===== config.mk =====
export PLATFORM = sky130hd
export DESIGN_NAME = load_level_counter
export DESIGN_NICKNAME = d
export VERILOG_FILES = /design/src/rtl/load_level_pkg.sv /design/src/rtl/hysteresis_alarm.sv /design/src/rtl/load_level_counter.sv
export SDC_FILE = /design/constraint.sdc
export NUM_CORES = 1
export LEC_CHECK = 0
export CORE_AREA = 2 2 39 41
export CTS_CLUSTER_SIZE = 8
export DETAILED_ROUTE_END_ITERATION = 6
export DIE_AREA = 0 0 41 43
export HOLD_SLACK_MARGIN = 0.03
export PLACE_DENSITY = 0.65
export SLEW_MARGIN = 10
export SYNTH_ARGS = -nofsm -noshare
export SYNTH_HDL_FRONTEND = slang
export SYNTH_SLANG_ARGS = --single-unit

===== constraint.sdc =====
create_clock -name clk -period 5.7 [get_ports clk]
set_clock_uncertainty 0.2 [all_clocks]
set_input_delay 1.14 -clock clk [delete_from_list [all_inputs] [get_ports clk]]
set_output_delay 1.14 -clock clk [all_outputs]
set_load 0.02 [all_outputs]

===== src/rtl/load_level_pkg.sv =====
// Shared definitions for the load-level counter and its hysteresis alarm.
package load_level_pkg;

    // Alarm state encoding; the alarm output is simply (state == ALM_ACTIVE).
    typedef enum logic {
        ALM_IDLE   = 1'b0,
        ALM_ACTIVE = 1'b1
    } alm_state_e;

    // Default parameter set matching the original 3-bit FSM's successor.
    localparam int DEF_WIDTH     = 4;
    localparam int DEF_MAX       = 12;
    localparam int DEF_THRESH_HI = 10;
    localparam int DEF_THRESH_LO = 4;

endpackage


===== src/rtl/hysteresis_alarm.sv =====
// Two-state hysteresis alarm: sets at Q >= THRESH_HI, clears at Q <= THRESH_LO,
// holds in between. Reusable by any level monitor with a registered level.
module hysteresis_alarm
    import load_level_pkg::*;
#(
    parameter int WIDTH     = DEF_WIDTH,
    parameter int THRESH_HI = DEF_THRESH_HI,
    parameter int THRESH_LO = DEF_THRESH_LO
) (
    input  logic             clk,
    input  logic             reset,
    input  logic [WIDTH-1:0] Q,
    output logic             alarm
);

    localparam logic [WIDTH-1:0] HI_Q = WIDTH'(THRESH_HI);
    localparam logic [WIDTH-1:0] LO_Q = WIDTH'(THRESH_LO);

    // Threshold legality is a configuration error, not a runtime condition.
    if (THRESH_LO < 0 || THRESH_LO >= THRESH_HI || THRESH_HI > (2 ** WIDTH) - 1) begin : g_bad_thresh
        $fatal(1, "hysteresis_alarm: illegal thresholds LO=%0d HI=%0d", THRESH_LO, THRESH_HI);
    end

    alm_state_e state;
    alm_state_e state_next;

    // State register with synchronous reset.
    // NOTE: sequential state uses non-blocking (<=) so every flop samples pre-edge values.
    always_ff @(posedge clk) begin
        if (reset) begin
            state <= ALM_IDLE;
        end else begin
            state <= state_next;
        end
    end

    // Next-state decode from the registered level.
    // NOTE: state_next gets a default before the case so no path leaves it unassigned (no latch).
    always_comb begin
        state_next = state;
        case (state)
            ALM_IDLE:   if (Q >= HI_Q) state_next = ALM_ACTIVE;
            ALM_ACTIVE: if (Q <= LO_Q) state_next = ALM_IDLE;
            default:    state_next = ALM_IDLE;
        endcase
    end

    assign alarm = (state == ALM_ACTIVE);

endmodule


===== src/rtl/load_level_counter.sv =====
// Saturating up/down load-level counter with direct load, enable, full/empty
// decodes, one-cycle overflow/underflow pulses and a hysteresis alarm.
module load_level_counter
    import load_level_pkg::*;
#(
    parameter int WIDTH     = DEF_WIDTH,
    parameter int MAX       = DEF_MAX,
    parameter int THRESH_HI = DEF_THRESH_HI,
    parameter int THRESH_LO = DEF_THRESH_LO
) (
    input  logic             clk,
    input  logic             reset,
    input  logic             en,
    input  logic             X,
    input  logic             load,
    input  logic [WIDTH-1:0] load_val,
    output logic [WIDTH-1:0] Q,
    output logic             full,
    output logic             empty,
    output logic             ovf,
    output logic             udf,
    output logic             alarm
);

    localparam logic [WIDTH-1:0] MAX_Q = WIDTH'(MAX);
    localparam logic [WIDTH-1:0] STEP  = WIDTH'(1);

    // The ceiling must be reachable and representable, and the alarm set
    // level must not lie above it or the alarm could never fire.
    if (MAX < 1 || MAX > (2 ** WIDTH) - 1 || THRESH_HI > MAX) begin : g_bad_max
        $fatal(1, "load_level_counter: illegal MAX=%0d for WIDTH=%0d, THRESH_HI=%0d", MAX, WIDTH, THRESH_HI);
    end

    logic [WIDTH-1:0] load_clamped;

    // Loads above the ceiling are silently clamped to MAX.
    assign load_clamped = (load_val > MAX_Q) ? MAX_Q : load_val;

    // Level register and saturation pulses; priority reset > load > en > hold.
    always_ff @(posedge clk) begin
        if (reset) begin
            Q   <= '0;
            ovf <= 1'b0;
            udf <= 1'b0;
        end else begin
            ovf <= 1'b0;
            udf <= 1'b0;
            if (load) begin
                Q <= load_clamped;
            end else if (en) begin
                if (X) begin
                    if (Q < MAX_Q) Q <= Q + STEP;
                    else           ovf <= 1'b1;
                end else begin
                    if (Q != '0) Q <= Q - STEP;
                    else         udf <= 1'b1;
                end
            end
        end
    end

    // Flags decode the registered level directly, so they track Q with no lag.
    assign full  = (Q == MAX_Q);
    assign empty = (Q == '0);

    hysteresis_alarm #(
        .WIDTH     (WIDTH),
        .THRESH_HI (THRESH_HI),
        .THRESH_LO (THRESH_LO)
    ) u_alarm (
        .clk   (clk),
        .reset (reset),
        .Q     (Q),
        .alarm (alarm)
    );

endmodule


# --- Word level (Yosys, flattened, before mapping) ---
# Cells that the tools add are included.
word_totals:
  regBits: 7
  latchBits: 0
  ramBits: 0
  mem_bits_ro: 0
  inputBits: 9
  output_inout_bits: 9
  wordCells: 33
  memories: 0
op_classes:
  add_sub_neg: 2
  mul: 0
  div: 0
  order_cmp: 4
  eq_ne: 2
  n_shift: 0
  mux: 11
  bitwise_logic: 3
  n_reduce_logical: 7
op_table:
  columns: ["operator", "count"]
  rows:
  - ["$mux W4", 6]
  - ["$reduce_or A4 Y1", 2]
  - ["$add A4 B1 Y4 const B", 1]
  - ["$eq A4 B4 Y1 const B", 1]
  - ["$ge A4 B4 Y1 const B", 1]
  - ["$gt A4 B4 Y1 const B", 1]
  - ["$le A4 B3 Y1 const B", 1]
  - ["$logic_not A4 Y1", 1]
  - ["$lt A4 B4 Y1 const B", 1]
  - ["$mux W1", 4]
  - ["$reduce_bool A4 Y1", 1]
  - ["$sub A4 B1 Y4 const B", 1]
  - ["$ne A3 B1 Y1 const B", 1]
  - ["$not A1 Y1", 3]
  - ["$reduce_and A3 Y1", 1]
  - ["$reduce_bool A3 Y1", 1]
  - ["$pmux W1 S2", 1]
  - ["$reduce_bool A2 Y1", 1]

# --- Depth between registers and ports, before layout ---
# Gate-level depths: netlist (run 1).
logic_depth:
  ltp_word: 5
  ltp_mapped: 6

# --- Hierarchy ---
# From an unflattened synthesis (run 1), not the netlist that was laid out.
hier_totals:
  cells_unflattened: 56
  hier_area_um2: 467.9
by_module_without_submodules:
  columns: ["mod", "n_inst", "cells_per_inst", "area_each_um2"]
  rows:
  - ["load_level_counter", 1, 50, 415.4]
  - ["hysteresis_alarm", 1, 6, 52.6]

# --- Worst setup path before layout (run 1) ---
# No wires, ideal clock.
synth_timing:
  path_kind: "register to output"
  startpoint: "register Q[3]"
  endpoint: "output port full"
  arrival_time_ns: 1.356
  path_slack_ns: 3.004
  path_stages_with_launch: 3
  path_buffers: 0
  cell_sequence: "dfxtp_1 > inv_1 > nor4_1"
synth_via:
  elab_chain_cells: 1
synth_lines:
  columns: ["element", "line", "rtl"]
  rows:
  - ["from (decl)", "load_level_counter.sv:17", "output logic [WIDTH-1:0] Q,"]
  - ["from (signal assigned)", "load_level_counter.sv:49", "Q <= load_clamped;"]
  - ["from (signal assigned)", "load_level_counter.sv:52", "if (Q < MAX_Q) Q <= Q + STEP;"]
  - ["from (signal assigned)", "load_level_counter.sv:55", "if (Q != '0) Q <= Q - STEP;"]
  - ["$eq A4 B4 Y1", "load_level_counter.sv:63", "assign full = (Q == MAX_Q);"]
  - ["to (decl)", "load_level_counter.sv:18", "output logic full,"]
# No other way between the ends.

# --- Worst setup path after layout (run 1) ---
layout_timing:
  startpoint: "register Q[0]"
  endpoint: "output port empty"
layout_via:
  elab_chain_cells: 1
layout_lines:
  columns: ["element", "line", "rtl"]
  rows:
  - ["$logic_not A4 Y1", "load_level_counter.sv:64", "assign empty = (Q == '0);"]
  - ["to (decl)", "load_level_counter.sv:19", "output logic empty,"]
# No other way between the ends.

==> key figures, run 1 <==
Synth
  – Flops & latches, synth: 7
  – Synth Area in Compound Gates: 20.6%
  – Register area share after synthesis: 30.8%
  – Largest family of logic cells by synthesized area: simple AND/OR/NAND/NOR gates
  – Yosys cell types: 26
  – Ys flop type: dfxtp_1
  – Adder-Cell Fraction of Synth Area: 9.89%
  – Mapped Nets: 66
  – Mean Syn Cell Area: 8.43 µm²
  – Post-synth EDFFs: 0
  – Simple-gate share of the synthesized area: 29.9%
  – Multiplexer share of the synthesized area: 0%
  – Post-synthesis async set-or-reset flop share: 0%
  – Synth Warn #: 0
  – Synth Instances: 54
  – Xor-xnor portion of the synthesized cell area: 3.85%
  – Mapped Area: 455 µm²

Critical path
  – CP startpoint kind: flop
  – Largest fanout on the critical path: 7
  – Worst EP arrival: 1.91 ns
  – Buf/Inv on CP: 2
  – Slowest cell on the critical path: or4_4
  – Reg-to-Reg End: Q[2]$_SDFFE_PP0P_
  – Endpoint type of the worst setup path: primary output
  – Worst R2R Start: Q[0]$_SDFFE_PP0P_
  – R2R cell count: 4
  – Top delay family on crit path: buffers and inverters
  – Delay of the slowest cell on the worst path: 0.59 ns
  – Kind of critical path: flop to primary output
  – Crit-path cells: or4_4, inv_1, clkdlybuf4s50_1
  – WP data required: 4.36 ns
  – Worst reg-to-reg setup slack: 3.65 ns

GRT
  – GR Layer Usage met2: 21.6%
  – All-Layer GR Usage: 15.2%
  – Global route hottest layer: met2
  – Number of global-route vias before repair: 409
  – Gr ovfl total: 0
  – Global-route wire length before repair: 1.77 mm
  – GR Layer Usage met3: 3.14%
  – Met1 global-route usage: 18.9%
  – Largest net degree at the start of global routing: 15
  – Initial antenna violation count: 0

STA
  – Max Fclk: 0.307 GHz
  – Fin crit period: 3.25 ns
  – Max-slew headroom: 71.3%
  – Final Setup Violations: 0
  – Count of final hold-check violations: 0
  – Slew Viols, Final: 0
  – Setup TNS: 0 ns
  – Final period utilization: 57.1%
  – RSZ-0062 raised after global routing: false
  – Least-Margin Pin Slew: 0.430 ns

Power
  – Seq pwr share: 38.3%
  – Power per Cell Area: 231 mW/mm²
  – Int Pwr: 105 µW
  – Switching power: 50.0 µW
  – Comb power frac: 32.2%
  – VDD IR max: 81.1 µV
  – Pleak: 0.267 nW
  – Total power: 155 µW
  – Switching power share of the total: 32.3%
  – Clock power share: 29.6%

Clocking
  – CTS tree: done
  – CTS sink cnt: 7
  – Worst-path clk slew: 0.06 ns
  – Post-CTS Hold Buffers: 0
  – Clk_lat worst skew: 0.25 ns
  – Post-CTS sizing: 0
  – Clock root cell: clkbuf_4
  – H-tree depth: 1
  – Num CTS Buffers: 3
  – Post-CTS Setup Repair Bufs: 0
  – Clock Path Buffers: 2

Final layout
  – Area occupied by multi-input gates: 293 µm²
  – Most frequent cells in the layout: clkdlybuf4s50_1, dfxtp_1, nand2_1
  – Register area: 140 µm²
  – Antenna diode count: 0
  – Final-layout fill cell count: 139
  – Design area: 668 µm²
  – Fraction of layout cells with a size suffix above 1: 10.8%
  – Area delta synth->final: 46.7%
  – Commonest non-fill, non-tap cell in the layout: clkdlybuf4s50_1
  – Final net count: 87

Die
  – Die area: 0.00176 mm²
  – IO Pins: 18
  – Initial core utilization: 32.9%
  – Die Y: 43 µm
  – Core box area: 0.00138 mm²
  – Row cnt: 14
  – Die Width: 41 µm

Min path
  – Hold_sp: u_alarm.alarm$_SDFF_PP0_
  – WHS Path Cells: 2
  – Worst min path class: flop to flop
  – WHS Endpoint: u_alarm.alarm$_SDFF_PP0_

Routing
  – DRC viols: 0
  – Drt via density: 5.30
  – Vias: 477
  – Iter 0 DRT Violations: 8
  – Wirelength per Cell: 12.4 µm
  – Final ANT Viol Nets: 0
  – DR pass1 iterations: 6
  – Drt total wl: 1.11 mm

Placement
  – Port Buffers: 17
  – Cell Area, Placed: 642 µm²
  – Hpwl dp: 836 µm
  – Placer congestion estimate: 0.858

Flow run
  – Max_cap viols: 0

Status
  – Status: finished, final reports clean
-- flip-flops by register name, indices dropped and copies added (netlist names) --
name	cells
ovf	1
udf	1
Q	4
u_alarm.alarm	1
-- worst max-delay path by stage --
stage          cells after the start  slack (ns)              start                 to
2_1_floorplan                      2        3.00  Q[3]$_SDFFE_PP0P_               full
3_3_place_gp                       7        2.37                  X  Q[3]$_SDFFE_PP0P_
3_5_place_dp                       7        2.31                  X  Q[3]$_SDFFE_PP0P_
4_1_cts                            3        2.43  Q[0]$_SDFFE_PP0P_              empty
5_1_grt                            3        2.37  Q[0]$_SDFFE_PP0P_              empty
6_report                           3        2.45  Q[0]$_SDFFE_PP0P_              empty
-- power groups by stage --
stage               clock network, mW  registers [mW]  logic [mW]
floorplan                           0          0.0625      0.0249
global placement                    0          0.0601      0.0492
detailed placement                  0          0.0602      0.0497
CTS                            0.0479          0.0592      0.0499
global route                   0.0503          0.0597      0.0545
finish                         0.0458          0.0592      0.0497
-- synthesized netlist by cell type, types with 2 or more instances --
cell type	count	area (µm²)
a21oi_1	4	20.0
dfxtp_1	7	140
ha_1	2	25.0
inv_1	5	18.8
nand2_1	7	26.3
nand3_1	2	10.0
nor2_1	3	11.3
nor4_1	3	18.8
o21ai_0	3	15.0
xnor2_1	2	17.5
-- metal layers --
metal  vias to the layer above  wire length (µm)
met3                         2                52
met4                         0                14
li1                        240                 -
met2                        18               565
met1                       217               481
met5                         -                 0
-- worst reg2reg max path, stage by stage, from the launching register on --
cell and delay, ns:
dfxtp_1 0.40, or4_4 0.59, o211ai_2 0.28, nor4_1 0.09
or3_1 0.37
-- per-stage QoR --
stage,setup WS (ns),instances,hold slack [ns],utilization (%)
2_1_floorplan,3.00,54,0.368,-
3_3_place_gp,2.37,86,0.304,46.4
3_5_place_dp,2.31,86,0.306,46.4
4_1_cts,2.43,90,0.314,48.3
5_1_grt,2.37,90,0.328,48.3
6_report,2.45,90,0.312,48.3
-- cell type report --
type | instances | area share, %
inverter | 5 | 2.81
multi-input combinational | 41 | 43.8
sequential | 7 | 21.0
timing repair buffer | 17 | 25.5
clock buffer | 4 | 3.93
tap | 16 | 3.00
-- logic make-up after synthesis --
group | count (synthesis)
compound gates | 13
xor+xnor | 2
fa+ha+maj | 3
buf+inv | 6
flops | 7
simple gates | 23
Note: power is estimated with default switching activity, not from simulation.
==> inputs of run 2 (changes only) <==
==> constraint.sdc (replaced) <==
create_clock -name clk -period 3.3 [get_ports clk]
set_clock_uncertainty 0.2 [all_clocks]
set_input_delay 0.66 -clock clk [delete_from_list [all_inputs] [get_ports clk]]
set_output_delay 0.66 -clock clk [all_outputs]
set_load 0.02 [all_outputs]
==> results of run 2 <==
The final DEF is identical to that of run 1. Status: finished, final reports clean.
Main changes from that run: final weighted congestion in routability-driven placement 0.858 -> 0.839; setup slack after placement 2.31 ns -> 0.388 ns; setup slack after layout 2.45 ns -> 0.528 ns; register-to-register setup slack 3.65 ns -> 1.25 ns; total power 0.155 mW -> 0.267 mW; worst IR drop on VDD 81.1 µV -> 140 µV
